===== config.mk =====
export PLATFORM = sky130hd
export DESIGN_NAME = io_input_conditioner_flat
export DESIGN_NICKNAME = d
export VERILOG_FILES = /design/src/rtl/io_input_conditioner_pkg.sv /design/src/rtl/io_input_conditioner_if.sv /design/src/rtl/io_input_conditioner_debounce_bit.sv /design/src/rtl/io_input_conditioner.sv /design/src/flat_wrapper.sv
export SDC_FILE = /design/constraint.sdc
export NUM_CORES = 1
export LEC_CHECK = 0
export CORE_AREA = 5 5 162 164
export CTS_CLUSTER_DIAMETER = 100
export DETAILED_ROUTE_END_ITERATION = 16
export DIE_AREA = 0 0 167 169
export GPL_ROUTABILITY_DRIVEN = 1
export PLACE_DENSITY = 0.79
export SYNTH_ARGS = -nofsm -noshare
export SYNTH_HDL_FRONTEND = slang
export SYNTH_SLANG_ARGS = --single-unit

===== constraint.sdc =====
create_clock -name i_clk -period 1.7 [get_ports i_clk]
set_clock_uncertainty 0.05 [all_clocks]
set_input_delay 0.17 -clock i_clk [delete_from_list [all_inputs] [get_ports i_clk]]
set_output_delay 0.17 -clock i_clk [all_outputs]
set_load 0.1 [all_outputs]

===== src/rtl/io_input_conditioner_pkg.sv =====
// Shared widths and types for the board-input conditioner.
package io_cond_pkg;

   localparam int unsigned IO_SW_W      = 32;
   localparam int unsigned N_SW_DEF     = 10;
   localparam int unsigned N_KEY_DEF    = 4;
   localparam int unsigned DEBOUNCE_DEF = 100_000;

   typedef logic [IO_SW_W-1:0] io_sw_t;

endpackage : io_cond_pkg


===== src/rtl/io_input_conditioner_if.sv =====
// Raw board pins in, conditioned switch word and key/switch pulses out.
interface io_input_conditioner_if
   import io_cond_pkg::*;
#(
   parameter int unsigned N_SW  = N_SW_DEF,
   parameter int unsigned N_KEY = N_KEY_DEF
);

   logic [N_SW-1:0]  i_sw;
   logic [N_KEY-1:0] i_key_n;
   io_sw_t           o_io_sw;
   logic [N_KEY-1:0] o_key_press;
   logic [N_KEY-1:0] o_key_release;
   logic             o_sw_changed;

   modport master (
      output i_sw, i_key_n,
      input  o_io_sw, o_key_press, o_key_release, o_sw_changed
   );

   modport slave (
      input  i_sw, i_key_n,
      output o_io_sw, o_key_press, o_key_release, o_sw_changed
   );

endinterface : io_input_conditioner_if


===== src/rtl/io_input_conditioner_debounce_bit.sv =====
// One input bit: synchroniser chain followed by a saturating stability counter.
// Output level is normalised so that 1 always means "active" (up / pressed).
module debounce_bit #(
   parameter int unsigned SYNC_STAGES     = 2,
   parameter int unsigned DEBOUNCE_CYCLES = 4,
   parameter logic        RESET_VAL       = 1'b0
) (
   input  logic i_clk,
   input  logic i_reset,
   input  logic i_raw,
   output logic o_stable,
   output logic o_rise_c,
   output logic o_fall_c
);

   localparam int unsigned CNT_W = $clog2(DEBOUNCE_CYCLES + 1);

   if (SYNC_STAGES < 2) begin : g_sync_err
      $error("debounce_bit: SYNC_STAGES must be >= 2");
   end
   if (DEBOUNCE_CYCLES < 1) begin : g_deb_err
      $error("debounce_bit: DEBOUNCE_CYCLES must be >= 1");
   end

   logic [SYNC_STAGES-1:0] sync_q, sync_d;
   logic [CNT_W-1:0]       cnt_q, cnt_d;
   logic                   stable_q, stable_d;
   logic                   sync_lvl;
   logic                   accept_c;

   // XOR with the idle level maps both polarities onto 1 = active
   assign sync_d   = {sync_q[SYNC_STAGES-2:0], i_raw};
   assign sync_lvl = sync_q[SYNC_STAGES-1] ^ RESET_VAL;

   always_comb begin
      cnt_d    = cnt_q;
      stable_d = stable_q;
      accept_c = 1'b0;
      if (sync_lvl == stable_q) begin
         cnt_d = '0;
      end else if (cnt_q == CNT_W'(DEBOUNCE_CYCLES - 1)) begin
         stable_d = sync_lvl;
         cnt_d    = '0;
         accept_c = 1'b1;
      end else begin
         cnt_d = cnt_q + CNT_W'(1);
      end
   end

   always_ff @(posedge i_clk or negedge i_reset) begin
      if (!i_reset) begin
         sync_q   <= {SYNC_STAGES{RESET_VAL}};
         cnt_q    <= '0;
         stable_q <= 1'b0;
      end else begin
         sync_q   <= sync_d;
         cnt_q    <= cnt_d;
         stable_q <= stable_d;
      end
   end

   assign o_stable = stable_q;
   assign o_rise_c = accept_c & sync_lvl;
   assign o_fall_c = accept_c & ~sync_lvl;

endmodule : debounce_bit


===== src/rtl/io_input_conditioner.sv =====
// Conditions raw slide switches and active-low keys into the core's switch word,
// plus registered one-cycle press/release/change pulses.
module io_input_conditioner
   import io_cond_pkg::*;
#(
   parameter int unsigned N_SW            = N_SW_DEF,
   parameter int unsigned N_KEY           = N_KEY_DEF,
   parameter int unsigned SYNC_STAGES     = 2,
   parameter int unsigned DEBOUNCE_CYCLES = DEBOUNCE_DEF
) (
   input  logic                   i_clk,
   input  logic                   i_reset,
   io_input_conditioner_if.slave  bus
);

   if (N_SW + N_KEY > IO_SW_W) begin : g_width_err
      $error("io_input_conditioner: N_SW + N_KEY must fit in the 32-bit switch word");
   end

   logic [N_SW-1:0]  sw_stable, sw_rise, sw_fall;
   logic [N_KEY-1:0] key_stable, key_rise, key_fall;
   logic [N_KEY-1:0] press_q, release_q;
   logic             changed_q;

   for (genvar g = 0; g < N_SW; g++) begin : g_sw
      debounce_bit #(
         .SYNC_STAGES     (SYNC_STAGES),
         .DEBOUNCE_CYCLES (DEBOUNCE_CYCLES),
         .RESET_VAL       (1'b0)
      ) u_db (
         .i_clk    (i_clk),
         .i_reset  (i_reset),
         .i_raw    (bus.i_sw[g]),
         .o_stable (sw_stable[g]),
         .o_rise_c (sw_rise[g]),
         .o_fall_c (sw_fall[g])
      );
   end

   // Keys idle high on the pins; the instance inverts after synchronising
   for (genvar g = 0; g < N_KEY; g++) begin : g_key
      debounce_bit #(
         .SYNC_STAGES     (SYNC_STAGES),
         .DEBOUNCE_CYCLES (DEBOUNCE_CYCLES),
         .RESET_VAL       (1'b1)
      ) u_db (
         .i_clk    (i_clk),
         .i_reset  (i_reset),
         .i_raw    (bus.i_key_n[g]),
         .o_stable (key_stable[g]),
         .o_rise_c (key_rise[g]),
         .o_fall_c (key_fall[g])
      );
   end

   always_ff @(posedge i_clk or negedge i_reset) begin
      if (!i_reset) begin
         press_q   <= '0;
         release_q <= '0;
         changed_q <= 1'b0;
      end else begin
         press_q   <= key_rise;
         release_q <= key_fall;
         changed_q <= |(sw_rise | sw_fall);
      end
   end

   assign bus.o_io_sw       = IO_SW_W'({key_stable, sw_stable});
   assign bus.o_key_press   = press_q;
   assign bus.o_key_release = release_q;
   assign bus.o_sw_changed  = changed_q;

endmodule : io_input_conditioner


===== src/flat_wrapper.sv =====
// flat-port wrapper written by rule: the top's interface ports become plain ports
module io_input_conditioner_flat import io_cond_pkg::*;
#(
   parameter int unsigned N_SW            = N_SW_DEF,
   parameter int unsigned N_KEY           = N_KEY_DEF,
   parameter int unsigned SYNC_STAGES     = 2,
   parameter int unsigned DEBOUNCE_CYCLES = DEBOUNCE_DEF
)
  (i_clk, i_reset, bus_i_sw, bus_i_key_n, bus_o_io_sw, bus_o_key_press, bus_o_key_release, bus_o_sw_changed);
  io_input_conditioner_if #(.N_SW(N_SW), .N_KEY(N_KEY)) bus_i ();
  input  logic i_clk;
  input  logic i_reset;
  input wire logic [$bits(bus_i.i_sw)-1:0] bus_i_sw;
  input wire logic [$bits(bus_i.i_key_n)-1:0] bus_i_key_n;
  output wire logic [$bits(bus_i.o_io_sw)-1:0] bus_o_io_sw;
  output wire logic [$bits(bus_i.o_key_press)-1:0] bus_o_key_press;
  output wire logic [$bits(bus_i.o_key_release)-1:0] bus_o_key_release;
  output wire logic [$bits(bus_i.o_sw_changed)-1:0] bus_o_sw_changed;
  assign bus_i.i_sw = bus_i_sw;
  assign bus_i.i_key_n = bus_i_key_n;
  assign bus_o_io_sw = bus_i.o_io_sw;
  assign bus_o_key_press = bus_i.o_key_press;
  assign bus_o_key_release = bus_i.o_key_release;
  assign bus_o_sw_changed = bus_i.o_sw_changed;
  io_input_conditioner #(.N_SW(N_SW), .N_KEY(N_KEY), .SYNC_STAGES(SYNC_STAGES), .DEBOUNCE_CYCLES(DEBOUNCE_CYCLES)) u_core (.i_clk(i_clk), .i_reset(i_reset), .bus(bus_i));
endmodule

### Word-level counts from Yosys, hierarchy flattened

Index checks and enable logic that the tools add are counted.

* register bits: 289
* input bits: 16
* logic and storage cells: 215

* add/subtract/negate cells: 14
* bitwise gates (word level): 57
* reduce and logical (&&, ||, !) cells: 15
* equal/unequal tests: 28
* muxes and demuxes: 56

Operator list (count)
* $mux 17: 28
* $add 17x1->17 const B: 14
* $eq 17x17->1 const B: 14
* $and 1x1->1: 28
* $mux 1: 28
* $not 1->1: 28
* $reduce_and 2->1: 14
* $eq 1x1->1: 14
* $or 10x10->10: 1
* $reduce_or 10->1: 1

### Depth between registers and ports, before layout

Gate-level depths: netlist of the first run.

* depth in word-level cells: 6
* gate-level depth with buffers: 9
* depth with buffers taken out: 6

### Cells and area by module

Synthesis of the first run repeated with hierarchy kept, for this count alone.

* cell total of the unflattened synthesis: 1377
* area total of the unflattened synthesis: 14012.2 um^2

By module, submodules not included
* debounce_bit at u_core.g_sw[0].u_db ...: instances 10, cells an instance 95, area an instance 972.2 um^2
* debounce_bit at u_core.g_key[0].u_db ...: instances 4, cells an instance 98, area an instance 970.9 um^2
* io_input_conditioner: instances 1, cells an instance 35, area an instance 406.6 um^2

### Worst setup path before layout of the first run

Ideal clock, no wire load.

* path kind: register -> register
* start point: register u_core.g_sw[6].u_db.cnt_q[5]
* end point: register u_core.g_sw[6].u_db.cnt_q[12]
* slack: -0.143 ns
* arrival: 1.675 ns
* clock period less this slack: 1.843 ns
* library setup time: 0.119 ns
* buffers on the path: 2
* stages on the path, launching flop included: 8
* cell sequence: dfrtp_1 > nand4bb_1 > or4_4 > nor3_2 > or2_1 > buf_6 > buf_6 > nor2_1

* cells in the longest elaborated chain, start to end: 3
* elaborated cells between the ends (all ways): 4
* those cells by class: 1 x add/sub; 1 x eq/ne; 2 x mux

Ends and longest elaborated chain
* start: declaration: RTL line io_input_conditioner_debounce_bit.sv:26 `logic [CNT_W-1:0] cnt_q, cnt_d;`
* start signal: assignment: RTL line io_input_conditioner_debounce_bit.sv:57 `cnt_q <= cnt_d;`
* $add 17x1->17 or $eq 17x17->1 (tied branches): RTL line io_input_conditioner_debounce_bit.sv:46, io_input_conditioner_debounce_bit.sv:41
* $mux 17 *: RTL line io_input_conditioner_debounce_bit.sv:41 `end else if (cnt_q == CNT_W'(DEBOUNCE_CYCLES - 1)) begin`
* $mux 17 *: RTL line io_input_conditioner_debounce_bit.sv:39 `if (sync_lvl == stable_q) begin`
* named net u_core.g_sw[6].u_db.cnt_d[12]: RTL line io_input_conditioner_debounce_bit.sv:26

The timed path passes the listed nets; every way through them passes the cells marked *.
A chain may end at the register's enable or synchronous reset.

### Worst setup path in the final report of the first run

* start point: register u_core.g_sw[5].u_db.cnt_q[0]
* end point: register u_core.g_sw[5].u_db.cnt_q[13]

* cells in the longest elaborated chain, start to end: 3
* elaborated cells between the ends (all ways): 4
* those cells by class: 1 x add/sub; 1 x eq/ne; 2 x mux

Ends and longest elaborated chain (RTL line)
* start: declaration: io_input_conditioner_debounce_bit.sv:26
* start signal: assignment: io_input_conditioner_debounce_bit.sv:57
* $add 17x1->17 or $eq 17x17->1 (tied branches): io_input_conditioner_debounce_bit.sv:46, io_input_conditioner_debounce_bit.sv:41
* $mux 17 *: io_input_conditioner_debounce_bit.sv:41
* $mux 17 *: io_input_conditioner_debounce_bit.sv:39
* named net u_core.g_sw[5].u_db.cnt_d[13]: io_input_conditioner_debounce_bit.sv:26

Marks and branches as above.

==> metrics.yaml, run 1 <==
cpPeakStageDelay_ns: 0.40
drtAntennaViolNets: 0
nNetsFinal: 1504
required_ns: 2.08
path_clk_slew_ns: 0.06
status: "finished with violations"
highest_layer: "met4"
drt-initial-drc-count: 582
rsz0062_at_grt: "yes"
track_usage_pct: 18.2
wl_met3_um: 953
violations: "setup timing"
root_buffer: "clkbuf_16"
ys_seq_area_share_pct: 54.2
place_congestion: 0.804
hold_class: "in -> reg"
grt_antenna_before_repair: 0
startpoint: "u_core.g_sw[5].u_db.cnt_q[0]$_DFF_PN0_"
async_reset_ff_share_pct: 100
wl_met2_um: 14000
p_total_w: 0.0149
layout-drive-gt1-share_pct: 24.5
wl_um: 27400
yosys-top-cells-area: "dfrtp_1 53%, xor2_1 8.1%, nor2_1 7.5%"
ys_types: 46
drcViolationCount: 0
crit_arrival_ns: 2.19
dp_hpwl_um: 16800
die_area_um2: 28200
crit_fanout: 4
yosysMostFrequentCell: "dfrtp_1"
die_h_um: 169
clock_path_buffers: 3
cpMaxStageDelayCell: "dfrtp_2"
critPathBufInv: 2
worstPathCellList: "buf_4 > nand3_1 > nor4_1 > buf_4 > nand3_1 > xor2_1 > nor2_4"
maxSlewViolCount: 0
cap_violations: 0
synth_top_cell_by_area: "dfrtp_1"
port_buffers: 38
fillers: 1655
dp_slack_ns: -0.0462
timing.final.ws_setup_ns: -0.107
worstHoldStart: "bus_i_sw[6]"
finalCoreUtilization_pct: 69.1
setup_tns_ns: -1.54
endpoint_kind: "register"
max_freq_ghz: 0.553
initial_core_util_pct: 54.0
area_growth_pct: 27.9
synth_common_cells: "281 x dfrtp_1, 268 x nor2_1, 123 x xor2_1, 95 x xnor2_1, 84 x nand3_1"
timing.final.hold_violations: 0
finalCritPeriodShare_pct: 106
core_region_area_um2: 24700
grt_pass1_wl_um: 44800
min_period_ns: 1.81
ys_warn_count: 0
multi_input_area_um2: 6290
cts_buffers: 31
h-tree-depth: 1
cellLeakagePower_nw: 7.45
ys.flop_type: "dfrtp_1"
detail_route.first_pass.iterations: 7
yosys_register_bits: 289
die_x_um: 167
rows: 58
finalSetupViolations: 42
cts_tree: "done"
avgRoutedWirePerCell_um: 15.0
routed_via_density: 5.30
boundaryPins: 57
final-seq-area_um2: 7250
grt_max_degree: 61
path_delay_family: "simple AND/OR/NAND/NOR gates"
ir_worst_vdd_v: 0.000882
powerDensity_nw_per_um2: 869
gr-total-overflow: 0
r2r-start: "u_core.g_sw[5].u_db.cnt_q[0]$_DFF_PN0_"
synth_edf_count: 0
synth.avg_cell_area_um2: 10.3
n_antenna_cell: 0
netlist.area_leader.share_pct: 52.6
clk-insertion-delay-late_ns: 0.55
grt_pass1_vias: 9797
syn_inst: 1301
clock-sinks: 289
num_vias: 9688
netlist_area_um2: 13400
critical_path_class: "reg -> reg"
cp-start-kind: "register"
wirelength_met1_um: 11700
## layout by cell type (no fill, tap or decap), drive strengths merged, types with 30 or more instances in the layout
cell,instances
xnor2,95
xor2,123
nand3,84
nor3,33
nand2,82
dfrtp,281
clkbuf,48
inv,30
buf,157
nand4,45
nor2,268
and3,42
## worst reg2reg max path, stage by stage, from the launching register on
cell     delay [ns]
dfrtp_2        0.40
buf_4          0.14
nand3_1        0.10
nor4_1         0.33
buf_4          0.20
nand3_1        0.11
xor2_1         0.30
nor2_4         0.06
## timing repair
action / CTS / global route
hold buffers: 8 / 0
setup endpoints to repair: 72 / 207
hold endpoints to repair: 290 / 0
buffers inserted: 4 / 11
pin swaps: 15 / 34
resized for setup: 27 / 133
cloned: 1 / 5
## final cells by class
class | count | area share [%]
Clock buffer | 44 | 5.29
Clock inverter | 13 | 0.901
Inverter | 29 | 0.637
Multi-Input combinational cell | 940 | 36.8
Sequential cell | 289 | 42.4
Tap cell | 330 | 2.42
Timing Repair Buffer | 183 | 11.5
## path summary, 6_finish.rpt
path | endpoint | slack [ns] | cells after the start
min reg2reg | u_core.g_sw[9].u_db.sync_q[1]$_DFF_PN0_ | 0.29 | 0
max reg2reg | u_core.g_sw[5].u_db.cnt_q[13]$_DFF_PN0_ | -0.11 | 7
max | u_core.g_sw[5].u_db.cnt_q[13]$_DFF_PN0_ | -0.11 | 7
min | u_core.g_sw[6].u_db.sync_q[0]$_DFF_PN0_ | 0.02 | 1
min in group asynchronous | u_core.g_sw[0].u_db.cnt_q[0]$_DFF_PN0_ | 0.08 | 2
max in group asynchronous | u_core.g_key[0].u_db.sync_q[0]$_DFF_PN1_ | 0.84 | 3
## per-layer routing
metal | global-route usage (%) | vias to the layer above
li1 | - | 4660
met1 | 24.2 | 4792
met2 | 31.6 | 174
met3 | 2.87 | 62
met4 | 4.62 | 0
met5 | 0 | -
## power breakdown
part	internal, W	switching (W)	total [W]
sequential	0.00700	0.000105	0.00711
clock	0.00415	0.00268	0.00683
combinational	0.000328	0.000583	0.000911
total	0.0115	0.00337	0.0149
## through the flow
step,instances,hold slack [ns],area [um^2]
global route,1828,0.00913,17100
CTS,1812,0.000477,16400
global placement,1742,0.0533,15100
finish,1828,0.0219,17100
floorplan,1318,-0.176,13500
detailed placement,1742,0.0552,15100
## registers in the layout, summed over array words and instances (netlist names)
register,cells
u_core.g_sw.u_db.cnt_q,170
u_core.g_key.u_db.sync_q,8
u_core.g_key.u_db.o_stable,4
u_core.g_sw.u_db.o_stable,10
u_core.g_sw.u_db.sync_q,20
u_core.bus.o_key_press,4
u_core.g_key.u_db.cnt_q,68
u_core.bus.o_sw_changed,1
u_core.bus.o_key_release,4
## cell families (layout without fill, tap and decap cells)
group | after synthesis | in the layout | synth area share [%]
buffers and inverters | 90 | 269 | 3.85
flip-flops | 289 | 289 | 54.2
AO/OA/AOI/OAI | 17 | 17 | 0.712
other | 1 | 18 | 0.0281
multiplexers | 13 | 13 | 1.07
XOR/XNOR | 218 | 218 | 14.3
adder cells (fa/ha/maj) | 14 | 14 | 1.31
AND/OR/NAND/NOR | 659 | 660 | 24.5
(Power assumes the default switching activity.)
==> inputs of run 2 (changes only) <==
--- a/config.mk
+++ b/config.mk
@@ -5,12 +5,12 @@
 export SDC_FILE = /design/constraint.sdc
 export NUM_CORES = 1
 export LEC_CHECK = 0
-export CORE_AREA = 5 5 162 164
+export CORE_AREA = 5 5 218 114
 export CTS_CLUSTER_DIAMETER = 100
 export DETAILED_ROUTE_END_ITERATION = 16
-export DIE_AREA = 0 0 167 169
+export DIE_AREA = 0 0 223 119
 export GPL_ROUTABILITY_DRIVEN = 1
-export PLACE_DENSITY = 0.79
+export PLACE_DENSITY = 0.81
 export SYNTH_ARGS = -nofsm -noshare
 export SYNTH_HDL_FRONTEND = slang
 export SYNTH_SLANG_ARGS = --single-unit
==> constraint.sdc (replaced) <==
create_clock -name i_clk -period 1.87 [get_ports i_clk]
set_clock_uncertainty 0.05 [all_clocks]
set_input_delay 0.187 -clock i_clk [delete_from_list [all_inputs] [get_ports i_clk]]
set_output_delay 0.187 -clock i_clk [all_outputs]
set_load 0.1 [all_outputs]
==> run 2 against run 1 <==
Effect of this change:
- the run now ends clean
- worst hold slack improved by 0.023 ns
- count of clock-buffer cells in the layout fell by 9
- sequential power fell by 9.3%
- worst setup slack improved by 0.13 ns
- wire length fell by 10%
- critical path depth fell by 1
- maximum frequency fell by 2.4%
- flip-flop and latch count did not move
==> metrics.yaml, run 2 (synthesis gave the netlist of run 1 again) <==
status: "complete, no violations"
path_delay_family: "simple AND/OR/NAND/NOR gates"
core_region_area_um2: 22500  # -8.9%
finalSetupViolations: 0  # -100%
layout-drive-gt1-share_pct: 12.7  # -12 points
clock-sinks: 289  # unchanged
timing.final.hold_violations: 0  # unchanged
grt_use_met3_pct: 3.39  # +0.52 points
final_common_cell: "dfrtp_1"
clock_path_buffers: 3  # unchanged
place_inst: 1655  # -5.0%
clk-insertion-delay-late_ns: 0.53  # -0.02 ns
initial_core_util_pct: 59.3  # +5.3 points
maxSlewViolCount: 0  # unchanged
busiest_layer: "met2"
dp_slack_ns: -0.100  # -0.0539 ns
critPathBufInv: 1  # -1
min_period_ns: 1.85  # +0.0439 ns
max_slew.worst_pin.slew_ns: 0.599
setup_tns_ns: 0  # +1.54 ns
routed_via_density: 5.36  # +1.1%
cpMaxStageDelayCell: "or4_4"
cp-start-kind: "register"
avgRoutedWirePerCell_um: 14.4  # -4.1%
max_freq_ghz: 0.540  # -2.4%
hold_class: "in -> reg"
port_buffers: 38  # unchanged
die_x_um: 223  # +34%
grt_max_degree: 75  # +23%
endpoint_kind: "register"
slew-limit-headroom_pct: 60.1
grt_pass1_wl_um: 42700  # -4.7%
worstPathCellList: "nand4bb_1 > or4_4 > nor3_4 > or2_4 > clkbuf_16 > nor2_1"
place_area_um2: 14300  # -5.5%
fillers: 1604  # -3.1%
cap_violations: 0  # unchanged
rsz0062_at_grt: "yes"
cts_buffers: 25  # -19%
top_register: "u_core.g_sw.u_db.cnt_q"
place_congestion: 0.833  # +3.6%
wl_um: 24600  # -10%
grt.met2_usage_pct: 32.4  # +0.74 points
cellLeakagePower_nw: 6.83  # -8.3%
largest_reg_flops: 170  # unchanged
timing.final.ws_setup_ns: 0.0194  # +0.126 ns
instances_no_fill: 1709  # -6.5%
drt-initial-drc-count: 660  # +13%
n_antenna_cell: 0  # unchanged
ir_worst_vdd_v: 0.000638  # -28%
required_ns: 2.24  # +0.16 ns
rows: 39  # -33%
path_clk_slew_ns: 0.07  # about the same
fin_area_um2: 15400  # -9.9%
grt_antenna_before_repair: 0  # unchanged
top_regs: "u_core.g_sw.u_db.cnt_q (170), u_core.g_key.u_db.cnt_q (68), u_core.g_sw.u_db.sync_q (20)"
h-tree-depth: 1  # unchanged
die_h_um: 119  # -30%
finalCoreUtilization_pct: 68.3  # -0.72 points
dp_hpwl_um: 16300  # -2.8%
detail_route.first_pass.iterations: 5  # -2
nNetsFinal: 1414  # -6.0%
drcViolationCount: 0  # unchanged
powerDensity_nw_per_um2: 824  # -5.2%
crit_fanout: 8  # +4
area_growth_pct: 15.3
gr-total-overflow: 0  # unchanged
met1_usage_pct: 24.3  # +0.077 points
grt_pass1_vias: 9303  # -5.0%
track_usage_pct: 18.5  # +0.26 points
num_vias: 9157  # -5.5%
final_cell_mix: "280 x dfrtp_1, 263 x nor2_1, 123 x xor2_1, 95 x xnor2_1, 83 x nand3_1"
cts_tree: "done"
critical_path_class: "reg -> reg"
boundaryPins: 57  # unchanged
root_buffer: "clkbuf_16"
drtAntennaViolNets: 0  # unchanged
die_area_um2: 26500  # -6.0%
crit_arrival_ns: 2.22  # +0.03 ns
cpPeakStageDelay_ns: 0.55  # +0.15 ns
finalCritPeriodShare_pct: 99.0  # -7.3 points
run 2: cell types whose count changed in the layout (fill, tap and decap cells not counted), moves of 6 or more:
cell,previous run,this run
ha_1,3,12
buf_12,35,11
nor2_4,20,2
and4_1,15,23
nor2_1,213,263
and4_4,9,1
ha_4,6,0
nor2_2,35,3
buf_4,115,66
clkbuf_16,35,26
run 2: worst paths after layout:
path | slack (ns) | end | from | depth (start not counted)
setup reg to reg | 0.02 | u_core.g_sw[6].u_db.cnt_q[12]$_DFF_PN0_ | u_core.g_sw[6].u_db.cnt_q[5]$_DFF_PN0_ | 6
max in group asynchronous | 0.92 | u_core.g_sw[3].u_db.cnt_q[11]$_DFF_PN0_ | i_reset | 3
min in group asynchronous | 0.18 | u_core.g_key[1].u_db.cnt_q[3]$_DFF_PN0_ | i_reset | 2
setup / recovery | 0.02 | u_core.g_sw[6].u_db.cnt_q[12]$_DFF_PN0_ | u_core.g_sw[6].u_db.cnt_q[5]$_DFF_PN0_ | 6
hold reg to reg | 0.30 | u_core.g_sw[0].u_db.sync_q[1]$_DFF_PN0_ | u_core.g_sw[0].u_db.sync_q[0]$_DFF_PN0_ | 0
hold / removal | 0.04 | u_core.g_sw[1].u_db.sync_q[0]$_DFF_PN0_ | bus_i_sw[1] | 1
run 2: where the power goes:
part	switching [W]	internal, W	total, W
Sequential	0.0000897	0.00636	0.00645
Combinational	0.000468	0.000216	0.000684
Clock	0.00224	0.00332	0.00555
Total	0.00280	0.00989	0.0127
run 2: cell type report:
| type | instances | area [um^2] | area share, % |
|---|---|---|---|
| clock inverter | 10 | 179 | 1.16 |
| multi-input combinational | 939 | 5820 | 37.8 |
| inverter | 29 | 109 | 0.707 |
| timing repair buffer | 100 | 968 | 6.29 |
| sequential | 289 | 7240 | 47.0 |
| clock buffer | 35 | 703 | 4.56 |
| tap | 307 | 384 | 2.49 |
run 2: metrics by stage:
step | hold WS [ns] | total power (W)
2_1_floorplan | -0.159 | 0.00696
3_3_place_gp | 0.163 | 0.00720
3_5_place_dp | 0.167 | 0.00723
4_1_cts | 0.0213 | 0.0128
5_1_grt | 0.0103 | 0.0132
6_report | 0.0446 | 0.0127
run 2: metal layers:
metal / vias up / share of wire [%]
met3: 38 / 3.5
met5: - / 0
met1: 4525 / 44
li1: 4472 / -
met4: 0 / 1.5
met2: 122 / 51
run 2: timing repair:
| item | in CTS | in global routing |
|---|---|---|
| setup buffers | 0 | 3 |
| resized for setup | 4 | 32 |
| pin swaps | 2 | 12 |
| gates cloned | 0 | 1 |
| hold endpoints to repair | 69 | 0 |
| endpoints found under the setup margin | 25 | 92 |
| hold buffers | 5 | 0 |
==> inputs of run 3 (changes only) <==
==> constraint.sdc (replaced) <==
create_clock -name i_clk -period 1.87 [get_ports i_clk]
set_clock_uncertainty 0.05 [all_clocks]
set_input_delay 0.187 -clock i_clk [delete_from_list [all_inputs] [get_ports i_clk]]
set_output_delay 0.187 -clock i_clk [all_outputs]
set_load 0.05 [all_outputs]
==> run 3 against run 2 <==
Effect of this change:
- the run now ends with setup timing left
- first-iteration DRC count decreased by 24%
- non-clock buffer count unchanged
- total power grew 1.6%
- global-route usage rose by 0.17 points
- flip-flop and latch count unchanged
- maximum frequency decreased by 1.3%
- clock power increased by 4.9%
- sequential power about the same
- via count rose by 0.52%
==> metrics.yaml, run 3 (synthesis gave the netlist of run 1 again) <==
status: "finished with violations"
violations: "setup timing"
path_clk_slew_ns: 0.06  # about the same
initial_core_util_pct: 59.3  # unchanged
worstPathCellList: "or4b_4 > nor4_4 > buf_4 > mux2_4"
min_period_ns: 1.87  # +0.0243 ns
timing.final.ws_setup_ns: -0.00488  # -0.0243 ns
wl_um: 24900  # +1.4%
grt_max_degree: 66  # -12%
rsz0062_at_grt: "yes"
grt_pass1_wl_um: 43200  # +1.1%
top_register: "u_core.g_sw.u_db.cnt_q"
r2r_cells: 4  # -2
maxSlewViolCount: 0  # unchanged
max_freq_ghz: 0.533  # -1.3%
h-tree-depth: 1  # unchanged
root_buffer: "clkbuf_16"
largest_reg_flops: 170  # unchanged
clock_path_buffers: 3  # unchanged
place_inst: 1653  # -0.12%
grt_pass1_vias: 9432  # +1.4%
drtAntennaViolNets: 0  # unchanged
cellLeakagePower_nw: 6.91  # +1.1%
drt-initial-drc-count: 502  # -24%
clock-sinks: 289  # unchanged
gr-total-overflow: 0  # unchanged
nNetsFinal: 1415  # +0.071%
n_antenna_cell: 0  # unchanged
final-seq-area_um2: 7250  # about the same
place_congestion: 0.831  # -0.23%
die_x_um: 223  # unchanged
fillers: 1607  # +0.19%
routed_via_density: 5.38  # +0.35%
final_common_cell: "dfrtp_1"
cts_buffers: 26  # +4.0%
finalSetupViolations: 1  # +1
cts_tree: "done"
instances_no_fill: 1712  # +0.18%
drcViolationCount: 0  # unchanged
die_area_um2: 26500  # unchanged
hold_class: "in -> reg"
crit_fanout: 3  # -5
boundaryPins: 57  # unchanged
grt_antenna_before_repair: 0  # unchanged
reg2reg_slack_ns: -0.005  # -0.02 ns
critPathBufInv: 1  # unchanged
path_delay_family: "simple AND/OR/NAND/NOR gates"
multi_input_area_um2: 5910  # +1.5%
dp_hpwl_um: 16400  # +0.49%
powerDensity_nw_per_um2: 828  # +0.48%
clk-insertion-delay-late_ns: 0.53  # about the same
track_usage_pct: 18.7  # +0.17 points
cpPeakStageDelay_ns: 0.56  # about the same
cp.depth: 4  # -2
cp-start-kind: "register"
slew-limit-headroom_pct: 63.8  # +3.8 points
finalCritPeriodShare_pct: 100  # +1.3 points
rows: 39  # unchanged
detail_route.first_pass.iterations: 4  # -1
num_vias: 9205  # +0.52%
crit_arrival_ns: 2.24  # +0.02 ns
dp_slack_ns: -0.0866  # +0.0134 ns
cap_violations: 0  # unchanged
timing.final.hold_violations: 0  # unchanged
min_path_cells: 1  # unchanged
required_ns: 2.23  # about the same
layout-drive-gt1-share_pct: 12.5  # -0.17 points
endpoint_kind: "register"
avgRoutedWirePerCell_um: 14.6  # +1.2%
cpMaxStageDelayCell: "or4b_4"
top_regs: "u_core.g_sw.u_db.cnt_q (170), u_core.g_key.u_db.cnt_q (68), u_core.g_sw.u_db.sync_q (20)"
core_region_area_um2: 22500  # unchanged
max_slew.worst_pin.slew_ns: 0.545  # -0.0542 ns
final_cell_mix: "278 x dfrtp_1, 253 x nor2_1, 123 x xor2_1, 95 x xnor2_1, 83 x nand3_1"
critical_path_class: "reg -> reg"
ir_worst_vdd_v: 0.000649  # +1.7%
area_growth_pct: 16.5
die_h_um: 119  # unchanged
port_buffers: 38  # unchanged
-- run 3: changes by cell type in the layout (fill, tap and decap cells not counted), moves of 3 or more --
cell / delta
buf_4: -22
dlygate4sd2_1: +23
nor2_1: -10
nor2_2: +3
or2_4: +3
nor2_4: +7
nor3_2: +3
nor3_1: -3
-- run 3: worst paths after layout --
path | start | to
min in group asynchronous | i_reset | u_core.g_key[0].u_db.cnt_q[8]$_DFF_PN0_
max in group asynchronous | i_reset | u_core.g_sw[2].u_db.sync_q[1]$_DFF_PN0_
max | u_core.g_sw[0].u_db.cnt_q[5]$_DFF_PN0_ | u_core.g_sw[0].u_db.o_stable$_DFFE_PN0N_
max reg2reg | u_core.g_sw[0].u_db.cnt_q[5]$_DFF_PN0_ | u_core.g_sw[0].u_db.o_stable$_DFFE_PN0N_
min | bus_i_key_n[3] | u_core.g_key[3].u_db.sync_q[0]$_DFF_PN1_
min reg2reg | u_core.g_sw[0].u_db.sync_q[0]$_DFF_PN0_ | u_core.g_sw[0].u_db.sync_q[1]$_DFF_PN0_
-- run 3: timing repair --
item | 4_1_cts | 5_1_grt
resized for setup | 25 | 64
setup endpoints to repair | 40 | 118
endpoints found under the hold margin | 285 | 1
setup buffers | 0 | 7
hold buffers | 3 | 1
pin swaps | 0 | 21
gates cloned | 0 | 0
-- run 3: cell type report --
cell class	count	area share, %
clock inverter	10	1.16
multi-input combinational	939	37.9
sequential	289	46.5
tap	307	2.47
timing repair buffer	100	6.27
inverter	29	0.699
clock buffer	38	4.93
-- run 3: per-stage QoR --
| stage | power [W] | hold slack (ns) | setup TNS (ns) | util, % | area [um^2] |
|---|---|---|---|---|---|
| 6_report | 0.0129 | 0.0288 | -0.00488 | 69.1 | 15600 |
| 2_1_floorplan | 0.00689 | -0.159 | 0 | - | 13400 |
| 4_1_cts | 0.0130 | 0.000347 | 0 | 67.7 | 15300 |
| 3_3_place_gp | 0.00711 | 0.0588 | -0.0384 | 63.4 | 14300 |
| 3_5_place_dp | 0.00714 | 0.0707 | -0.0866 | 63.4 | 14300 |
| 5_1_grt | 0.0134 | 0.00190 | -0.609 | 69.1 | 15600 |
-- run 3: worst reg2reg max path, cell delays in order, from the launching register on --
cell	delay, ns
dfrtp_1	0.39
or4b_4	0.56
nor4_4	0.31
buf_4	0.17
mux2_4	0.29
-- run 3: routing by layer --
metal	vias to the layer above	global-route usage [%]	wire length (um)	part of all wire (%)
li1	4472	-	-	-
met1	4565	24.4	10900	44
met2	126	32.5	12700	51
met3	42	3.47	830	3.3
met4	0	4.86	493	2.0
met5	-	0	0	0
-- run 3: power breakdown --
group / switching, W / internal, W / total [W] / leakage, nW
registers: 0.0000929 / 0.00636 / 0.00646 / 3.92
clock network: 0.00229 / 0.00354 / 0.00582 / 0.458
logic: 0.000395 / 0.000211 / 0.000606 / 2.52
==> patch 1 (config.mk and constraints of run 1) <==
Set the package constant `IO_SW_W` to 64 (it was 32).
--- a/src/rtl/io_input_conditioner_pkg.sv
+++ b/src/rtl/io_input_conditioner_pkg.sv
@@ -1,7 +1,7 @@
 // Shared widths and types for the board-input conditioner.
 package io_cond_pkg;
 
-   localparam int unsigned IO_SW_W      = 32;
+   localparam int unsigned IO_SW_W      = 64;
    localparam int unsigned N_SW_DEF     = 10;
    localparam int unsigned N_KEY_DEF    = 4;
    localparam int unsigned DEBOUNCE_DEF = 100_000;
Ports: changed (resized bus_o_io_sw); port bits go from 57 to 89. No check against the original RTL was run, so the function may have changed too.
==> patch 1 against run 1 <==
  * The flow still finishes with violations (setup timing)
  * Global-route usage shrank 0.16 points
  * Combinational power grew 36%
  * Cell area grew 1.6%
  * Hold slack is essentially flat
  * Sequential cell count is the same
  * Total power grew 2.5%
  * Synthesized area grew 1.8%
  * Critical path type unchanged
  * Highest routed layer unchanged
  * Setup slack lost 0.0027 ns
  * Routed wire length grew 3.2%
  * Cell count grew 2.1%
==> patch 1: results (changes against run 1) <==
Timing
  • Final worst slack: -0.109 ns (was -0.107 ns)
  • Setup-failing EPs final: 68 (was 42)

Synth
  • Mapped Avg Cell Area: 10.2 µm² (was 10.3 µm²)
  • Sequential fraction of the synthesis area: 0.532 (was 0.542)
  • Post-Synth Adder-Cell Area: 0.0129 (was 0.0131)
  • XOR/XNOR Fraction of Synth Area: 0.140 (was 0.143)
  • Mux cell area share after synthesis: 0.0105 (was 0.0107)

Worst hold path
  • Worst hold path class: in2async (was in2reg)

Placement
  • Area after DPL: 0.0153 mm² (was 0.0151 mm²)
  • Routability congestion estimate: 0.843 (was 0.804)

Power and ir drop
  • Combinational power: 1.24 mW (was 0.911 mW)
  • Net switching power figure: 3.69 mW (was 3.37 mW)
  • VDD IR-drop max: 0.888 mV (was 0.882 mV)
  • Static Leak: 7.65 nW (was 7.45 nW)

Routing
  • DR vias: 9911 (was 9688)
  • Iter 0 DRT Violations: 489 (was 582)
  • WL met1: 11.8 mm (was 11.7 mm)
  • First-pass detailed-route iteration total: 5 (was 7)

Setup path
  • Largest stage delay, worst path: 0.48 ns (was 0.40 ns)
  • Reg2reg start: u_core.g_sw[6].u_db.cnt_q[6]$_DFF_PN0_ (was u_core.g_sw[5].u_db.cnt_q[0]$_DFF_PN0_)
  • RR Endpoint: u_core.g_sw[6].u_db.cnt_q[7]$_DFF_PN0_ (was u_core.g_sw[5].u_db.cnt_q[13]$_DFF_PN0_)
  • Slowest stage cell, crit path: or4_4 (was dfrtp_2)

Global routing
  • GRT met2 Usage: 0.309 (was 0.316)
  • Grt met3 use: 0.0318 (was 0.0287)
  • Gr usage total: 0.181 (was 0.182)

Finish
  • Nets: 1542 (was 1504)

Run status
  • Failing checks: setup timing (unchanged)
  • Status: complete, but fails checks (unchanged)

Clocking
  • Setup bufs post-CTS: 1 (was 4)
## patch 1: cell types whose count changed in the layout (fill, tap and decap cells not counted), moves of 3 or more
cell           delta
nor2_2           -13
nor2_4            +9
dlygate4sd3_1     +4
or3_1             +3
buf_6             -5
conb_1           +32
nor2_1            +4
or3_4             -3
buf_12            +3
buf_4             +3
## patch 1: layout make-up
| type | count | area, µm² |
|---|---|---|
| clock buffer | 45 | 918 |
| inverter | 29 | 109 |
| sequential | 289 | 7250 |
| tap | 330 | 413 |
| timing repair buffer | 190 | 2070 |
| clock inverter | 12 | 144 |
| fill | 1679 | 7390 |
| multi-input combinational | 971 | 6460 |
## patch 1: metrics by stage
step	hold slack (ns)	setup TNS, ns	setup slack [ns]
global placement	0.0257	-0.0536	-0.0308
global route	0.0124	-9.76	-0.179
finish	0.0216	-3.33	-0.109
detailed placement	0.0240	-0.660	-0.121
floorplan	-0.176	-0.189	-0.0197
CTS	0.00560	-0.781	-0.0493
==> patch 2 (flow settings as in run 1) <==
Made on the original files. Reset style: synchronous (`i_reset`), changed in 2 clocked blocks.
--- a/src/rtl/io_input_conditioner_debounce_bit.sv
+++ b/src/rtl/io_input_conditioner_debounce_bit.sv
@@ -47,7 +47,7 @@
       end
    end
 
-   always_ff @(posedge i_clk or negedge i_reset) begin
+   always_ff @(posedge i_clk) begin
       if (!i_reset) begin
          sync_q   <= {SYNC_STAGES{RESET_VAL}};
          cnt_q    <= '0;
--- a/src/rtl/io_input_conditioner.sv
+++ b/src/rtl/io_input_conditioner.sv
@@ -53,7 +53,7 @@
       );
    end
 
-   always_ff @(posedge i_clk or negedge i_reset) begin
+   always_ff @(posedge i_clk) begin
       if (!i_reset) begin
          press_q   <= '0;
          release_q <= '0;
Formal check against the unedited RTL: no difference found for any inputs over 10 cycles, from zero or initial values and one cycle with i_reset low; that may be too few to reach the edited logic, so the function may still have changed.
==> patch 2 against run 1 <==
  * The run still ends with setup timing left
  * Cell area decreased by 9.3%
  * Routed wire length decreased by 5.1%
  * Cell count increased by 3.4%
  * Non-clock buffer count decreased by 6
  * Sequential cell count unchanged
  * Count of clock-buffer cells in the layout decreased by 8
  * Via count increased by 0.82%
  * Critical path depth decreased by 2
  * Synthesized area decreased by 9.1%
  * Setup slack got worse by 0.24 ns
  * Critical path type unchanged
  * Highest routed layer unchanged
Power is not compared: it rests on default switching activity, and its combinational part moved more than twofold at a synthesized area within 25%.
==> patch 2: results (changes against run 1) <==
Clocking
  • CTS buffer count: 29 (was 31)

Timing
  • Setup-failing EPs final: 70 (was 42)
  • Final worst slack: -0.351 ns (was -0.107 ns)

Setup path
  • Arr. time, crit path: 2.44 ns (was 2.19 ns)
  • Largest stage delay, worst path: 0.57 ns (was 0.40 ns)

Finish
  • # clk buffers: 36 (was 44)
  • Clock network area share: 0.0671 (was 0.0619)
  • Fraction of area in multi-input gates: 0.413 (was 0.368)
  • Layout cell share with drive strength beyond 1: 0.208 (was 0.245)
  • Buffers, non-clock: 177 (was 183)
  • Nets: 1568 (was 1504)

Routing
  • DR vias: 9767 (was 9688)
  • Vias per cell: 5.17 (was 5.30)
  • WL met1: 10.9 mm (was 11.7 mm)
  • Met2 Routed Length: 13.4 mm (was 14.0 mm)

Placement
  • Dpl hpwl: 16.6 mm (was 16.8 mm)

Synth
  • Mux cell area share after synthesis: 0.00494 (was 0.0107)
  • Mapped Cells: 1371 (was 1301)
  • Synth top cells by count: nor2_1, dfxtp_1, xor2_1 (was dfrtp_1, nor2_1, xor2_1)
  • Asr flop ratio synth: 0 (was 1.00)
  • Synth top area cells: dfxtp_1, xor2_1, nor2_1 (was dfrtp_1, xor2_1, nor2_1)
  • XOR/XNOR Fraction of Synth Area: 0.158 (was 0.143)

Worst hold path
  • Hold depth: 3 (was 1)

Run status
  • Failing checks: setup timing (unchanged)
  • Status: complete, but fails checks (unchanged)

Global routing
  • Grt met3 use: 0.0273 (was 0.0287)
  • Vias in the first global route: 9572 (was 9797)
  • Gr usage total: 0.171 (was 0.182)
  • GRT met2 Usage: 0.313 (was 0.316)
  • Largest net degree at the start of global routing: 19 (was 61)
-- patch 2: cell types whose count changed in the layout (fill, tap and decap cells not counted), sizes merged, moves of 10 or more --
cell,change
dfxtp,+289
dfrtp,-281
nor2,+29
and2,+24
nand2,+15
mux2,-10
nand3,+10
-- patch 2: through the flow --
step	setup slack [ns]	utilization	TNS [ns]	power, mW	area (µm²)
final	-0.351	0.626	-10.73	14.1	15500
after global routing	-0.387	0.626	-13.78	14.5	15500
after detailed placement	-0.314	0.560	-10.23	7.36	13800
after CTS	-0.316	0.606	-9.14	14.2	15000
after floorplan	-0.296	-	-7.25	7.30	12400
after global placement	-0.289	0.560	-8.02	7.36	13800
-- patch 2: path summary, 6_finish.rpt --
| check | from | end | slack [ns] |
|---|---|---|---|
| max | u_core.g_sw[0].u_db.cnt_q[14]$_SDFF_PP0_ | u_core.g_sw[0].u_db.cnt_q[14]$_SDFF_PP0_ | -0.35 |
| min | i_reset | u_core.g_key[1].u_db.sync_q[0]$_SDFF_PN1_ | 0.03 |
| max reg2reg | u_core.g_sw[0].u_db.cnt_q[14]$_SDFF_PP0_ | u_core.g_sw[0].u_db.cnt_q[14]$_SDFF_PP0_ | -0.35 |
| min reg2reg | u_core.g_key[1].u_db.sync_q[0]$_SDFF_PN1_ | u_core.g_key[1].u_db.sync_q[1]$_SDFF_PN1_ | 0.36 |
-- patch 2: repair_timing --
| action | 4_1_cts | 5_1_grt |
|---|---|---|
| pin swaps | 4 | 26 |
| setup endpoints to repair | 98 | 214 |
| buffers inserted | 3 | 11 |
| gates cloned | 3 | 7 |
| gates resized for setup | 10 | 94 |
| hold endpoints to repair | 0 | 0 |
-- patch 2: report_power, final --
part	internal (mW)	switching [mW]
Combinational	0.114	0.300
Sequential	6.81	0.0260
Clock	4.12	2.71
Total	11.0	3.03
